==> src/rtl/seq_div_pkg.sv <==
// Shared types and constants for the sequential 16-bit restoring divider.
package seq_div_pkg;

  localparam int               DIV_W         = 16;
  localparam logic [3:0]       ITER_LAST     = 4'd15;
  localparam logic [DIV_W-1:0] DIV0_QUOTIENT = 16'hFFFF;

  typedef enum logic [1:0] {
    IDLE,
    CALC,
    FIN
  } state_t;

endpackage

==> src/rtl/Subtractor_16bit.sv <==
// Ripple-borrow 16-bit subtractor: Dfinal = {borrow, a - b}.
module Subtractor_16bit (
  input  logic [15:0] a,
  input  logic [15:0] b,
  output logic [16:0] Dfinal
);

  always_comb begin : ripple
    logic borrow;
    borrow = 1'b0;
    Dfinal = '0;
    for (int i = 0; i < 16; i++) begin
      Dfinal[i] = a[i] ^ b[i] ^ borrow;
      borrow    = (~a[i] & b[i]) | (~(a[i] ^ b[i]) & borrow);
    end
    Dfinal[16] = borrow;
  end

endmodule

==> src/rtl/seq_divider_16bit.sv <==
// Multi-cycle unsigned 16-bit restoring divider: one trial subtraction per
// cycle through a shared ripple-borrow subtractor, start/ready/done handshake.
module seq_divider_16bit
  import seq_div_pkg::*;
(
  input  logic             clk,
  input  logic             rst,
  input  logic             start,
  input  logic [DIV_W-1:0] dividend,
  input  logic [DIV_W-1:0] divisor,
  output logic             ready,
  output logic             done,
  output logic [DIV_W-1:0] quotient,
  output logic [DIV_W-1:0] remainder,
  output logic             div_by_zero
);

  state_t           state, state_nxt;
  logic [DIV_W-1:0] r_q, q_q, d_q;
  logic [3:0]       count;

  logic [DIV_W-1:0] trial;
  logic             carry;
  logic [DIV_W:0]   diff;
  logic             accept;
  logic [DIV_W-1:0] r_nxt, q_nxt;

  // Shift the next dividend bit into the partial remainder and try D.
  assign trial = {r_q[DIV_W-2:0], q_q[DIV_W-1]};
  assign carry = r_q[DIV_W-1];

  Subtractor_16bit u_sub (
    .a      (trial),
    .b      (d_q),
    .Dfinal (diff)
  );

  // A shifted-out MSB means the true trial is >= 2^16 > D, so the subtraction
  // always succeeds and the wrapped low 16 bits are the exact remainder.
  assign accept = carry | ~diff[DIV_W];
  assign r_nxt  = accept ? diff[DIV_W-1:0] : trial;
  assign q_nxt  = {q_q[DIV_W-2:0], accept};

  // NOTE: sequential state uses non-blocking assignments so every register
  // samples pre-edge values; blocking here would create order-dependent races.
  always_ff @(posedge clk) begin
    if (rst) state <= IDLE;
    else     state <= state_nxt;
  end

  always_comb begin
    state_nxt = state;
    case (state)
      IDLE:    if (start) state_nxt = (divisor == '0) ? FIN : CALC;
      CALC:    if (count == ITER_LAST) state_nxt = FIN;
      FIN:     state_nxt = IDLE;
      default: state_nxt = IDLE;
    endcase
  end

  // Handshake outputs decode the state only, so start never reaches them
  // combinationally.
  always_comb begin
    ready = (state == IDLE);
    done  = (state == FIN);
  end

  // Results are written on the edge entering FIN and then held.
  always_ff @(posedge clk) begin
    if (rst) begin
      r_q         <= '0;
      q_q         <= '0;
      d_q         <= '0;
      count       <= '0;
      quotient    <= '0;
      remainder   <= '0;
      div_by_zero <= 1'b0;
    end else begin
      case (state)
        IDLE: begin
          if (start) begin
            d_q   <= divisor;
            q_q   <= dividend;
            r_q   <= '0;
            count <= '0;
            if (divisor == '0) begin
              quotient    <= DIV0_QUOTIENT;
              remainder   <= dividend;
              div_by_zero <= 1'b1;
            end
          end
        end
        CALC: begin
          r_q   <= r_nxt;
          q_q   <= q_nxt;
          count <= count + 4'd1;
          if (count == ITER_LAST) begin
            quotient    <= q_nxt;
            remainder   <= r_nxt;
            div_by_zero <= 1'b0;
          end
        end
        default: ;
      endcase
    end
  end

endmodule

==> config.mk <==
export PLATFORM = sky130hd
export DESIGN_NAME = seq_divider_16bit
export DESIGN_NICKNAME = d
export VERILOG_FILES = /design/src/rtl/seq_div_pkg.sv /design/src/rtl/Subtractor_16bit.sv /design/src/rtl/seq_divider_16bit.sv
export SDC_FILE = /design/constraint.sdc
export NUM_CORES = 1
export LEC_CHECK = 0
export ABC_AREA = 1
export BUFFER_PORTS_ARGS = -buffer_cell sky130_fd_sc_hd__buf_2
export CORE_UTILIZATION = 42
export CTS_CLUSTER_SIZE = 14
export DETAILED_ROUTE_END_ITERATION = 10
export PLACE_DENSITY = 0.71
export SYNTH_ARGS = -nofsm -noshare
export SYNTH_HDL_FRONTEND = slang
export SYNTH_SLANG_ARGS = --single-unit
==> constraint.sdc <==
create_clock -name clk -period 6.9 [get_ports clk]
set_input_delay 0.69 -clock clk [delete_from_list [all_inputs] [get_ports clk]]
set_output_delay 0.69 -clock clk [all_outputs]
set_load 0.005 [all_outputs]
* After elaboration in Yosys (flattened, before gate mapping)
Cells that the tools add are included.
** Cells by class
- Add/sub/neg operators :: 1
- Equality and inequality tests :: 6
- Multiplexer cells :: 23
- Bitwise logic cells :: 110
- Reductions and logical operators :: 7
** Operator list (number)
- 2-to-1 mux 16 bit :: 9
- one-hot mux 16 bit (2 select lines) :: 4
- NOT 1 bit :: 32
- AND 1 bit :: 31
- bitwise XOR 1 bit :: 31
- logical NOT 16 bit :: 1
- bitwise OR 1 bit :: 16
- one-hot mux 4 bit (2 select lines) :: 1
- 2-to-1 mux 2 bit :: 3
- AND reduction 2 bit :: 3
- adder 4 x 1 -> 4 bit, second input constant :: 1
- == test 4 bit, second input constant :: 1
- 2-to-1 mux 4 bit :: 1
- != test 2 bit, second input constant :: 2
- one-hot mux 2 bit (2 select lines) :: 1
- AND reduction 4 bit :: 1
- 2-to-1 mux 1 bit :: 3
- == test 2 x 1 -> 1 bit, second input constant :: 1
- == test 2 bit, second input constant :: 1
- logical NOT 2 bit :: 1
- != test 2 x 1 -> 1 bit, second input constant :: 1
- one-hot mux 1 bit (2 select lines) :: 1
- nonzero test 2 bit :: 1
** Word-level totals
- Flip-flop bits (word level) :: 87
- Output and inout port bits :: 35

* Longest topological paths before layout
- Depth after elaboration :: 37
- Gate-level depth with buffers :: 26

* Modules after synthesis
From an unflattened synthesis, not the netlist that was laid out.
** Unflattened totals
- Cells, all modules :: 603
- Area, all modules :: 4383.0 µm²
** Modules (own cells, without submodules)
- seq_divider_16bit :: times used 1, cells each 552, area an instance 3935.0 µm²
- Subtractor_16bit :: times used 1, cells each 51, area an instance 447.9 µm²

* Least setup slack after synthesis
No wires, ideal clock.
- Kind :: register to register
- From :: register q_q[15]
- To :: register remainder[10]
- Setup time :: 0.064 ns
- Data arrival time :: 7.050 ns
- Required time :: 6.836 ns
- Setup slack :: -0.214 ns
- Cell stages (with the launch flop) :: 27
- Buffers on the path :: 2
- Clock period less this slack :: 7.114 ns
- Path through :: dfxtp_1 inv_1 ha_1 fa_1 fa_1 fa_1 fa_1 fa_1 fa_1 fa_1 fa_1 fa_1 fa_1 fa_1 fa_1 fa_1 fa_1 fa_1 buf_2 nand2_2 buf_2 nand2_1 nand2_1 a21oi_1 nand3_1 nand2_1 nor2_1
** Between the ends
- Cells in the longest elaborated chain, start to end :: 37
- Elaborated cells on any way between the ends :: 38
** RTL lines
- start, declared :: RTL line seq_divider_16bit.sv:19 : logic [DIV_W-1:0] r_q, q_q, d_q;
- start signal, assigned :: RTL line seq_divider_16bit.sv:83 : q_q <= dividend;
- start signal, assigned :: RTL line seq_divider_16bit.sv:95 : q_q <= q_nxt;
- NOT 1 bit (*) :: RTL line Subtractor_16bit.sv:14 : borrow = (~a[i] & b[i]) | (~(a[i] ^ b[i]) & borrow);
- AND 1 bit (*) (2 in a row) :: RTL line Subtractor_16bit.sv:14
- bitwise OR 1 bit (*) :: RTL line Subtractor_16bit.sv:14
- AND 1 bit (*) :: RTL line Subtractor_16bit.sv:14
- bitwise OR 1 bit (*) :: RTL line Subtractor_16bit.sv:14
- AND 1 bit (*) :: RTL line Subtractor_16bit.sv:14
- bitwise OR 1 bit (*) :: RTL line Subtractor_16bit.sv:14
- AND 1 bit (*) :: RTL line Subtractor_16bit.sv:14
- [20 not listed]
- bitwise OR 1 bit :: RTL line Subtractor_16bit.sv:14
- AND 1 bit :: RTL line Subtractor_16bit.sv:14
- bitwise OR 1 bit :: RTL line Subtractor_16bit.sv:14
- NOT 1 bit :: RTL line seq_divider_16bit.sv:40 : assign accept = carry | ~diff[DIV_W];
- bitwise OR 1 bit :: RTL line seq_divider_16bit.sv:40
- 2-to-1 mux 16 bit (*) :: RTL line seq_divider_16bit.sv:41 : assign r_nxt = accept ? diff[DIV_W-1:0] : trial;
- 2-to-1 mux 16 bit (*) :: RTL line seq_divider_16bit.sv:97 : if (count == ITER_LAST) begin
- one-hot mux 16 bit (2 select lines) (*) :: RTL line seq_divider_16bit.sv:79 : case (state)
- end signal, assigned :: RTL line seq_divider_16bit.sv:88 : remainder <= dividend;
- end signal, assigned :: RTL line seq_divider_16bit.sv:99 : remainder <= r_nxt;
- end, declared :: RTL line seq_divider_16bit.sv:14 : output logic [DIV_W-1:0] remainder,
Mark *: on every way between the ends. The rest lies on a longest branch, timed or not. The select of a mux whose other input is x is not followed.
A chain may end at the register's enable or synchronous reset.

* Worst setup path in the final report
- From :: register q_q[15]
- To :: register remainder[3]
** Between the ends
- Cells in the longest elaborated chain, start to end :: 37
- Elaborated cells on any way between the ends :: 38
** RTL lines (RTL line)
- NOT 1 bit (*) :: Subtractor_16bit.sv:14
- AND 1 bit (*) (2 in a row) :: Subtractor_16bit.sv:14
- bitwise OR 1 bit (*) :: Subtractor_16bit.sv:14
- AND 1 bit (*) :: Subtractor_16bit.sv:14
- bitwise OR 1 bit (*) :: Subtractor_16bit.sv:14
- AND 1 bit :: Subtractor_16bit.sv:14
- bitwise OR 1 bit :: Subtractor_16bit.sv:14
- AND 1 bit :: Subtractor_16bit.sv:14
- [20 not listed]
- bitwise OR 1 bit :: Subtractor_16bit.sv:14
- AND 1 bit :: Subtractor_16bit.sv:14
- bitwise OR 1 bit :: Subtractor_16bit.sv:14
- NOT 1 bit :: seq_divider_16bit.sv:40
- bitwise OR 1 bit :: seq_divider_16bit.sv:40
- 2-to-1 mux 16 bit (*) :: seq_divider_16bit.sv:41
- 2-to-1 mux 16 bit (*) :: seq_divider_16bit.sv:97
- one-hot mux 16 bit (2 select lines) (*) :: seq_divider_16bit.sv:79
Marks and branches as above.

==> flow_summary_export.csv <==
group,metric,value,unit
pwr,power.leakage,2.16,nW
floorplanning,core_area,0.00977,mm²
detailed_routing,avgViaCountPerCell,4.89,
floorplanning,die_h,102,µm
setup_path,cp_num_cells,25,
setup_path,crit_path_frequent_cell,"fa_2",
synth,syn_inst,597,
timing,skew,0.0128,ns
setup_path,worst_ep_required_time,7.16,ns
clocking,clk_latency,0.36,ns
setup_path,path_delay_family,"adder cells",
setup_path,critPathArrivalTime,7.02,ns
setup_path,end_kind,"flip-flop",
floorplanning,die_x,102,µm
timing,slew_violations,0,
detailed_routing,wl_per_cell,13.2,µm
layout,fin_area,0.00494,mm²
pwr,p_sw_frac,0.353,
pwr,max-vdd-ir-drop,0.000103,V
timing,fmax,0.148,GHz
synth,synth_area_leaders,"dfxtp_1, a21oi_1, nand2_1",
detailed_routing,dr.first_iter.drc_count,196,
setup_path,crit_buf_inv,3,
placement,dpl_cell_area,0.00468,mm²
detailed_routing,ant_nets,0,
clocking,clkTransAtPathRegs,0.09,ns
detailed_routing,drcViolationCount,0,
synth,synth_area,0.00423,mm²
timing,relSlewSlack,0.260,
detailed_routing,dr.pass1.iters,4,
synth,ys_seq_area_frac,0.412,
clocking,htree_levels,3,
clocking,cts_root_buf,"clkbuf_8",
floorplanning,io_pins,70,
synth,synthDominantCellAreaShare,0.412,
global_route,grt_pass1_vias,3665,
synth,synth_fp_nets,649,
placement,place_inst,776,
synth,yosysWarnings,0,
timing,max_slew.worst_pin.slew,1.11,ns
synth,yosysTopAreaCell,"dfxtp_1",
pwr,combPwrFrac,0.307,
global_route,grt_overflow,0,
synth,ys_ff_latch,87,
setup_path,max_stage_delay,0.36,ns
min_path,holdPathStages,2,
setup_path,crit_slowest_cell,"fa_2",
setup_path,path_max_fanout,8,
pwr,powerDensity,269,mW/mm²
clocking,cts_made_buffers,9,
timing,post-route-min-period,6.76,ns
clocking,cts_tree,"done",
floorplanning,rows,36,
synth,yosys-top-cells-count,"nand2_1, nor2_1, dfxtp_1, a21oi_1, inv_1",
run,maxCapViolCount,0,
floorplanning,start_util,0.432,
timing,setup-tns-final,0,ns
synth,synth_edf_count,0,
layout,fin_cells,793,
layout,fin_nets,707,
synth,synth_most_common_cell,"nand2_1",
layout,drive_gt1_frac,0.203,
placement,place_congestion,0.866,
setup_path,ff2ff_path_depth,25,
synth,yosysUniqueCellTypes,24,
timing,min_period_over_period,0.980,
outcome,status,"finished, final reports clean",
global_route,antenna_found_initial,0,
setup_path,crit_path_start_kind,"flip-flop",
pwr,clock_power_share,0.247,
detailed_routing,finalWirelength,10.5,mm
synth,syn_avg_cell_area,7.08,µm²
placement,place_hpwl,7.46,mm
layout,antenna_cells,0,
timing,setup_viol,0,
layout,areaGrowthSynthToFinish,16.8,%
pwr,pwr-share-seq,0.446,
pwr,internal_power,859,µW
timing,rsz0062_at_grt,"true",
synth,synthFlopType,"dfxtp_1",
global_route,grt_pass1_wl,17.1,mm
synth,synthArstFlopShare,0,
detailed_routing,vias,3881,
timing,hold_viol,0,
global_route,grt_start_max_net_pins,71,
setup_path,critPathKind,"reg2reg",
placement,port_buffers,69,
pwr,power_switching,469,µW
min_path,hold_class,"reg2reg",
clocking,clock-sinks,87,
clocking,cts_max_path_buffers,2,
global_route,grt_use_total,0.211,
floorplanning,die-area,0.0105,mm²
[metal layers]
layer	GRT usage	share of wire
met5	0	0
met1	0.280	0.47
met4	0.0758	0.013
met3	0.0342	0.049
met2	0.347	0.47
[path summary, 6_finish.rpt]
check | start | slack (ns) | end
min reg2reg | quotient[0] | 0.45 | quotient[0]
min | quotient[0] | 0.45 | quotient[0]
max reg2reg | q_q[15] | 0.14 | remainder[3]
max | q_q[15] | 0.14 | remainder[3]
[sequential cells by signal, summed over array words and instances, names as in the netlist]
register	cells
d_q	16
q_q	16
quotient	16
r_q	16
remainder	16
count	4
state	2
div_by_zero	1
[cell families (layout without fill, tap and decap cells)]
family                   Yosys count  in the layout  share of synthesized area
adder cells (fa/ha/maj)           17             17                     0.0770
AO/OA/AOI/OAI                    138            138                      0.165
AND/OR/NAND/NOR                  246            246                      0.238
flip-flops                        87             87                      0.412
buffers and inverters            109            172                      0.108
[layout by cell type (no fill, tap or decap), drive strengths merged]
master  netlist  final
nand2       118    118
clkbuf       10     10
dfxtp        87     87
a211oi        1      1
inv          74     75
clkinv        1      6
buf          24     81
nor2         94     94
a21oi        86     86
o21ai        51     51
fa           15     15
nand4         1      1
ha            2      2
nand3        33     33
[cell type report]
cell class / count / area (µm²)
tap: 133 / 166
fill: 1017 / 4840
timing repair buffer: 81 / 455
clock buffer: 10 / 138
clock inverter: 6 / 45.0
multi-input combinational: 401 / 2100
inverter: 75 / 284
sequential: 87 / 1740
[power groups by stage]
| stage | combinational, mW | sequential, mW | clock, mW |
|---|---|---|---|
| 5_1_grt | 0.462 | 0.599 | 0.358 |
| 2_1_floorplan | 0.265 | 0.594 | 0 |
| 4_1_cts | 0.389 | 0.592 | 0.335 |
| 6_report | 0.408 | 0.592 | 0.328 |
| 3_5_place_dp | 0.382 | 0.603 | 0 |
| 3_3_place_gp | 0.372 | 0.601 | 0 |
[timing repair]
| item | 4_1_cts | 5_1_grt |
|---|---|---|
| buffers inserted | 0 | 1 |
| resized for setup | 12 | 11 |
| setup endpoints to repair | 34 | 20 |
| hold buffers | 0 | 0 |
| endpoints found under the hold margin | 0 | 0 |
| pin swaps | 1 | 7 |
[stage by stage]
step / utilization / hold slack (ns) / power (mW) / worst slack [ns]
after floorplan: - / 0.442 / 0.860 / 0.0372
after global placement: 0.478 / 0.434 / 0.973 / -0.282
after detailed placement: 0.478 / 0.437 / 0.985 / -0.425
after CTS: 0.500 / 0.452 / 1.32 / 0.0336
after global routing: 0.505 / 0.467 / 1.42 / -0.0342
final: 0.505 / 0.450 / 1.33 / 0.140
[worst register-to-register path: cells and delay by family, from the launching register on]
family	cells	cell delay, ns
AOI/OAI and AO/OA	1	0.14
adders and majority gates	16	5.41
buffers and inverters	3	0.33
DFF	1	0.35
and+or+nand+nor	5	0.44
Note: power is estimated with default switching activity, not from simulation.
